$ cat src/rtl/ext_mem_write_arbiter.sv
// rtl/ext_mem_write_arbiter.sv - round-robin arbiter/sequencer for the shared EXT_MEM write port
//
// Purpose: lets N_REQ write requesters share one EXT_MEM write port. One winner
// is chosen round-robin, its address/payload are latched, a one-cycle start
// pulse is issued, completion (or a watchdog expiry) is awaited, and a one-cycle
// done pulse is returned to the owner.
//
// Ports:
//   i_clk, i_rst             clock, synchronous active-high reset
//   i_req[N_REQ]             per-requester level request
//   i_addr[32*N_REQ]         requester k address at [32k+31:32k]
//   i_payload[64*N_REQ]      requester k payload at [64k+63:64k]
//   o_grant[N_REQ]           one-hot current owner
//   o_done[N_REQ]            one-cycle completion pulse to the owner
//   EXT_MEM_writeTxnDone     completion from the memory master
//   EXT_MEM_writeAddress     latched address
//   EXT_MEM_writePayload     latched payload
//   EXT_MEM_initWriteTxn     one-cycle start pulse
//   o_busy                   high whenever not idle
//   o_timeout                sticky watchdog error
//   o_txn_count              genuinely completed transactions (wraps)
module ext_mem_write_arbiter #(
    parameter int N_REQ   = 2,
    parameter int TIMEOUT = 1024
) (
    input  logic                  i_clk,
    input  logic                  i_rst,
    input  logic [N_REQ-1:0]      i_req,
    input  logic [32*N_REQ-1:0]   i_addr,
    input  logic [64*N_REQ-1:0]   i_payload,
    output logic [N_REQ-1:0]      o_grant,
    output logic [N_REQ-1:0]      o_done,
    input  logic                  EXT_MEM_writeTxnDone,
    output logic [31:0]           EXT_MEM_writeAddress,
    output logic [63:0]           EXT_MEM_writePayload,
    output logic                  EXT_MEM_initWriteTxn,
    output logic                  o_busy,
    output logic                  o_timeout,
    output logic [31:0]           o_txn_count
);

    localparam int PW = (N_REQ > 2) ? 2 : 1;
    localparam logic [PW:0] SUM_N = (PW+1)'(N_REQ);
    localparam logic [31:0] WAIT_LAST = (TIMEOUT > 0) ? 32'(TIMEOUT - 1) : 32'd0;

    typedef enum logic [1:0] {S_IDLE, S_ISSUE, S_WAIT, S_RELEASE} state_t;

    state_t            state_q, state_d;
    logic [N_REQ-1:0]  grant_q, grant_d;
    logic [PW-1:0]     owner_q, owner_d;
    logic [PW-1:0]     ptr_q, ptr_d;
    logic [31:0]       addr_q, addr_d;
    logic [63:0]       payload_q, payload_d;
    logic              timeout_q, timeout_d;
    logic [31:0]       count_q, count_d;
    logic [31:0]       wait_q, wait_d;

    // Round-robin pick: rotate requests so the pointer sits at bit 0, take the
    // lowest set bit, then rotate the offset back to an absolute index.
    logic [2*N_REQ-1:0] req_rot;
    logic               found;
    logic [PW-1:0]      win_off;
    logic [PW:0]        win_sum;
    logic [PW-1:0]      win_idx;
    logic [N_REQ-1:0]   win_onehot;
    logic [31:0]        sel_addr;
    logic [63:0]        sel_payload;

    assign req_rot = {i_req, i_req} >> ptr_q;

    always_comb begin
        found       = 1'b0;
        win_off     = '0;
        for (int i = N_REQ - 1; i >= 0; i--) begin
            if (req_rot[i]) begin
                found   = 1'b1;
                win_off = PW'(i);
            end
        end
        win_sum = {1'b0, ptr_q} + {1'b0, win_off};
        if (win_sum >= SUM_N) begin
            win_sum = win_sum - SUM_N;
        end
        win_idx     = win_sum[PW-1:0];
        win_onehot  = '0;
        sel_addr    = '0;
        sel_payload = '0;
        for (int k = 0; k < N_REQ; k++) begin
            if (win_idx == PW'(k)) begin
                win_onehot[k] = 1'b1;
                sel_addr      = i_addr[k*32 +: 32];
                sel_payload   = i_payload[k*64 +: 64];
            end
        end
    end

    always_comb begin
        state_d   = state_q;
        grant_d   = grant_q;
        owner_d   = owner_q;
        ptr_d     = ptr_q;
        addr_d    = addr_q;
        payload_d = payload_q;
        timeout_d = timeout_q;
        count_d   = count_q;
        wait_d    = wait_q;
        case (state_q)
            S_IDLE: begin
                if (found) begin
                    grant_d   = win_onehot;
                    owner_d   = win_idx;
                    addr_d    = sel_addr;
                    payload_d = sel_payload;
                    state_d   = S_ISSUE;
                end
            end
            S_ISSUE: begin
                wait_d = '0;
                if (EXT_MEM_writeTxnDone) begin
                    count_d = count_q + 32'd1;
                    state_d = S_RELEASE;
                end else begin
                    state_d = S_WAIT;
                end
            end
            S_WAIT: begin
                if (EXT_MEM_writeTxnDone) begin
                    count_d = count_q + 32'd1;
                    state_d = S_RELEASE;
                end else if (TIMEOUT != 0 && wait_q == WAIT_LAST) begin
                    // Abandoned transaction: owner still gets its done pulse,
                    // but it is not counted as completed.
                    timeout_d = 1'b1;
                    state_d   = S_RELEASE;
                end else begin
                    wait_d = wait_q + 32'd1;
                end
            end
            S_RELEASE: begin
                grant_d = '0;
                ptr_d   = (owner_q == PW'(N_REQ - 1)) ? '0 : owner_q + 1'b1;
                state_d = S_IDLE;
            end
            default: state_d = S_IDLE;
        endcase
    end

    always_ff @(posedge i_clk) begin
        if (i_rst) begin
            state_q   <= S_IDLE;
            grant_q   <= '0;
            owner_q   <= '0;
            ptr_q     <= '0;
            addr_q    <= '0;
            payload_q <= '0;
            timeout_q <= 1'b0;
            count_q   <= '0;
            wait_q    <= '0;
        end else begin
            state_q   <= state_d;
            grant_q   <= grant_d;
            owner_q   <= owner_d;
            ptr_q     <= ptr_d;
            addr_q    <= addr_d;
            payload_q <= payload_d;
            timeout_q <= timeout_d;
            count_q   <= count_d;
            wait_q    <= wait_d;
        end
    end

    assign o_grant              = grant_q;
    assign o_done               = (state_q == S_RELEASE) ? grant_q : '0;
    assign EXT_MEM_writeAddress = addr_q;
    assign EXT_MEM_writePayload = payload_q;
    assign EXT_MEM_initWriteTxn = (state_q == S_ISSUE);
    assign o_busy               = (state_q != S_IDLE);
    assign o_timeout            = timeout_q;
    assign o_txn_count          = count_q;

endmodule

$ cat config.mk
export PLATFORM = sky130hd
export DESIGN_NAME = ext_mem_write_arbiter
export DESIGN_NICKNAME = d
export VERILOG_FILES = /design/src/rtl/ext_mem_write_arbiter.sv
export SDC_FILE = /design/constraint.sdc
export NUM_CORES = 1
export LEC_CHECK = 0
export CORE_ASPECT_RATIO = 0.6
export CORE_MARGIN = 1
export CORE_UTILIZATION = 43
export CTS_CLUSTER_DIAMETER = 100
export DETAILED_ROUTE_END_ITERATION = 7
export PLACE_DENSITY_LB_ADDON = 0.12
export SLEW_MARGIN = 0
export SYNTH_ARGS = -nofsm -noshare
export SYNTH_HDL_FRONTEND = slang
export SYNTH_SLANG_ARGS = --single-unit
$ cat constraint.sdc
create_clock -name i_clk -period 3.1 [get_ports i_clk]
set_input_delay 0.62 -clock i_clk [delete_from_list [all_inputs] [get_ports i_clk]]
set_output_delay 0.62 -clock i_clk [all_outputs]
set_load 0.01 [all_outputs]
==> flow_metrics.env <==
export IMPL_final_nets=1379
export IMPL_ys_ff_latch=167
export IMPL_cts_clk_slew_worst_paths_ns=0.06
export IMPL_worstSetupEndpointType="flop"
export IMPL_cp_common_cell="or4_4"
export IMPL_critPathMaxStageDelay_ns=0.55
export IMPL_crit_chain="or4_4 > or4_4 > o21ai_2 > buf_4 > mux2_2 > nor2_1"
export IMPL_avgViaCountPerCell=5.27
export IMPL_ant_nets=0
export IMPL_combPwrFrac_pct=39.9
export IMPL_num_antenna_cells=0
export IMPL_power_switching_mw=2.72
export IMPL_avgSynthCellArea_um2=9.04
export IMPL_finish_instance_area_um2=11900
export IMPL_fin_tns_setup_ns=0
export IMPL_port_buffers=331
export IMPL_clock_latency_ns=0.41
export IMPL_area_growth_pct=53.3
export IMPL_synth_most_common_cell="dfxtp_1"
export IMPL_syn_num_nets=1066
export IMPL_power_total_mw=8.07
export IMPL_use_met3_pct=6.90
export IMPL_antenna_found_initial=0
export IMPL_cts_buffers=17
export IMPL_wl_per_cell_um=16.7
export IMPL_synth_top_cell_area_share_pct=42.9
export IMPL_crit_buf_inv=1
export IMPL_clock_sinks=167
export IMPL_utilization_pct=68.6
export IMPL_use_met2_pct=38.3
export IMPL_drtPass1Iterations=5
export IMPL_syn_inst=862
export IMPL_placed_area_um2=11400
export IMPL_arrival_ns=3.02
export IMPL_num_vias=7483
export IMPL_use_met1_pct=33.6
export IMPL_ir_worst_vdd_mv=0.449
export IMPL_grt_first_pass_wirelength_um=36500
export IMPL_die_area_um2=18700
export IMPL_yosysTopAreaCell="dfxtp_1"
export IMPL_drive_gt1_share_pct=6.58
export IMPL_die_w_um=176
export IMPL_slew_viol_final=0
export IMPL_leakage_nw=4.40
export IMPL_grt_max_degree=77
export IMPL_rows=37
export IMPL_yosys_top_cells_count="167 x dfxtp_1, 144 x nor2_1, 100 x mux2i_1"
export IMPL_cp_max_fo=14
export IMPL_fin_worst_skew_ns=0.0155
export IMPL_critical_path_class="flop to flop"
export IMPL_clockBufferDepth=2
export IMPL_yosys_top_cells_area="dfxtp_1 43%, mux2i_1 13%, a211oi_1 9.4%"
export IMPL_post_cts_buffers=0
export IMPL_ios=332
export IMPL_fmax_mhz=372
export IMPL_pwr_share_clk_pct=24.7
export IMPL_hold_path_class="flop to flop"
export IMPL_period_share_pct=86.6
export IMPL_finalSetupViolCount=0
export IMPL_grt_busiest_layer="met2"
export IMPL_grt_ovfl_total=0
export IMPL_post_cts_resized=0
export IMPL_hpwl_um=18100
export IMPL_die_height_um=106
export IMPL_cp_data_required_time_ns=3.44
export IMPL_fillers=1414
export IMPL_netlist_cell_type_count=56
export IMPL_synth_edf_count=0
export IMPL_p_int_mw=5.35
export IMPL_synth_ff_type="dfxtp_1"
export IMPL_h_tree_depth=4
export IMPL_cts_tree="yes"
export IMPL_post_route_min_period_ns=2.69
export IMPL_drtIter0Drc=499
export IMPL_power_density_nw_per_um2=676
export IMPL_rsz0062_at_grt="no"
export IMPL_run_status="complete, no violations"
export IMPL_whs_ns=0.438
export IMPL_yosysSeqAreaShare_pct=42.9
export IMPL_maxCapViolCount=0
export IMPL_ctsHoldBuffers=0
export IMPL_synth_area_um2=7790
export IMPL_clockRootBuffer="clkbuf_16"
export IMPL_routed_wl_um=23700
export IMPL_p_seq_share_pct=35.4
export IMPL_start_util_pct=44.8
export IMPL_crit_slowest_cell="or4_4"
export IMPL_hold_viol_final=0
export IMPL_grt_usage_pct=24.6
export IMPL_cp_top_family="simple AND/OR/NAND/NOR gates"
export IMPL_startpoint_type="flop"
export IMPL_worstMarginPinSlew_ns=0.851
export IMPL_gp_congestion=0.850
export IMPL_sw_frac_of_total_pct=33.7
export IMPL_grt_pass1_vias=6754
export IMPL_drc=0
export IMPL_core_area_um2=17400
export IMPL_async_reset_ff_share_pct=0
export IMPL_yosysWarnings=0
export IMPL_slew_headroom_pct=43.3
-- flip-flops by register name, summed over array words and instances, names as in the netlist --
name	cells
state_q	2
EXT_MEM_writePayload	64
o_txn_count	32
wait_q	32
EXT_MEM_writeAddress	32
o_grant	2
owner_q	1
ptr_q	1
o_timeout	1
-- cells in the final DEF, fill, tap and decap left out, drive strengths merged, types with 3 or more instances in the layout --
| cell | netlist | layout |
|---|---|---|
| a21o | 5 | 5 |
| clkbuf | 51 | 18 |
| and4 | 8 | 8 |
| and2 | 9 | 9 |
| or3 | 6 | 6 |
| o41ai | 4 | 4 |
| a21boi | 6 | 6 |
| nor4 | 13 | 13 |
| clkdlybuf4s50 | 0 | 330 |
| nand2 | 30 | 30 |
| nand3 | 27 | 27 |
| xor2 | 9 | 9 |
| buf | 15 | 30 |
| inv | 18 | 22 |
| dfxtp | 167 | 167 |
| xnor2 | 18 | 18 |
| mux2i | 100 | 100 |
| o21ai | 9 | 9 |
| a31oi | 5 | 5 |
| clkinvlp | 0 | 5 |
| a21oi | 27 | 27 |
| nor2b | 3 | 3 |
| nand2b | 5 | 5 |
| nand4 | 14 | 14 |
| or4 | 4 | 4 |
| nor2 | 144 | 144 |
| ha | 7 | 7 |
| o22a | 12 | 12 |
| o211ai | 5 | 5 |
| and3 | 4 | 4 |
| a2bb2oi | 3 | 3 |
| a211oi | 98 | 98 |
| nor3 | 14 | 14 |
-- worst paths after layout --
check | from | to | slack, ns | cells after the start
worst max-delay path | wait_q[16] | wait_q[0] | 0.41 | 6
worst min-delay path | owner_q | ptr_q | 0.44 | 1
worst max register to register | wait_q[16] | wait_q[0] | 0.41 | 6
worst min register to register | owner_q | ptr_q | 0.44 | 1
-- kinds of logic (layout without fill, tap and decap cells) --
| family | Yosys count | count (layout) | synth area share [%] |
|---|---|---|---|
| simple gates | 289 | 289 | 17.7 |
| compound gates | 186 | 186 | 17.4 |
| flops | 167 | 167 | 42.9 |
| buf+inv | 84 | 408 | 4.64 |
| fa+ha+maj | 8 | 8 | 1.25 |
| xor+xnor | 27 | 27 | 3.04 |
| mux | 101 | 101 | 13.0 |
-- routing by layer --
metal  vias to the layer above  wire length [um]
li1                       3781                 -
met4                         0               242
met2                       309             10700
met3                        18              1870
met1                      3375             10800
met5                         -                 0
-- cell type report --
class	instances	area, um^2	area share [%]
Clock inverter	12	120	1.01
Multi-Input combinational cell	611	4100	34.3
Clock buffer	18	429	3.59
Tap cell	234	293	2.45
Timing Repair Buffer	360	3590	30.1
Inverter	18	67.6	0.566
Sequential cell	167	3340	28.0
-- per-stage QoR --
step / std cells / setup slack, ns
6_report: 1420 / 0.414
5_1_grt: 1420 / 0.335
4_1_cts: 1420 / 0.458
3_5_place_dp: 1390 / 0.235
3_3_place_gp: 1390 / 0.380
2_1_floorplan: 862 / 0.878
-- power groups by stage --
stage / Clock, mW / Sequential, mW / Combinational [mW]
after floorplan: 0 / 3.08 / 1.46
after global placement: 0 / 2.89 / 3.20
after detailed placement: 0 / 2.91 / 3.23
after CTS: 2.04 / 2.86 / 3.25
after global routing: 2.13 / 2.91 / 3.49
final: 1.99 / 2.86 / 3.22
(Power assumes the default switching activity.)
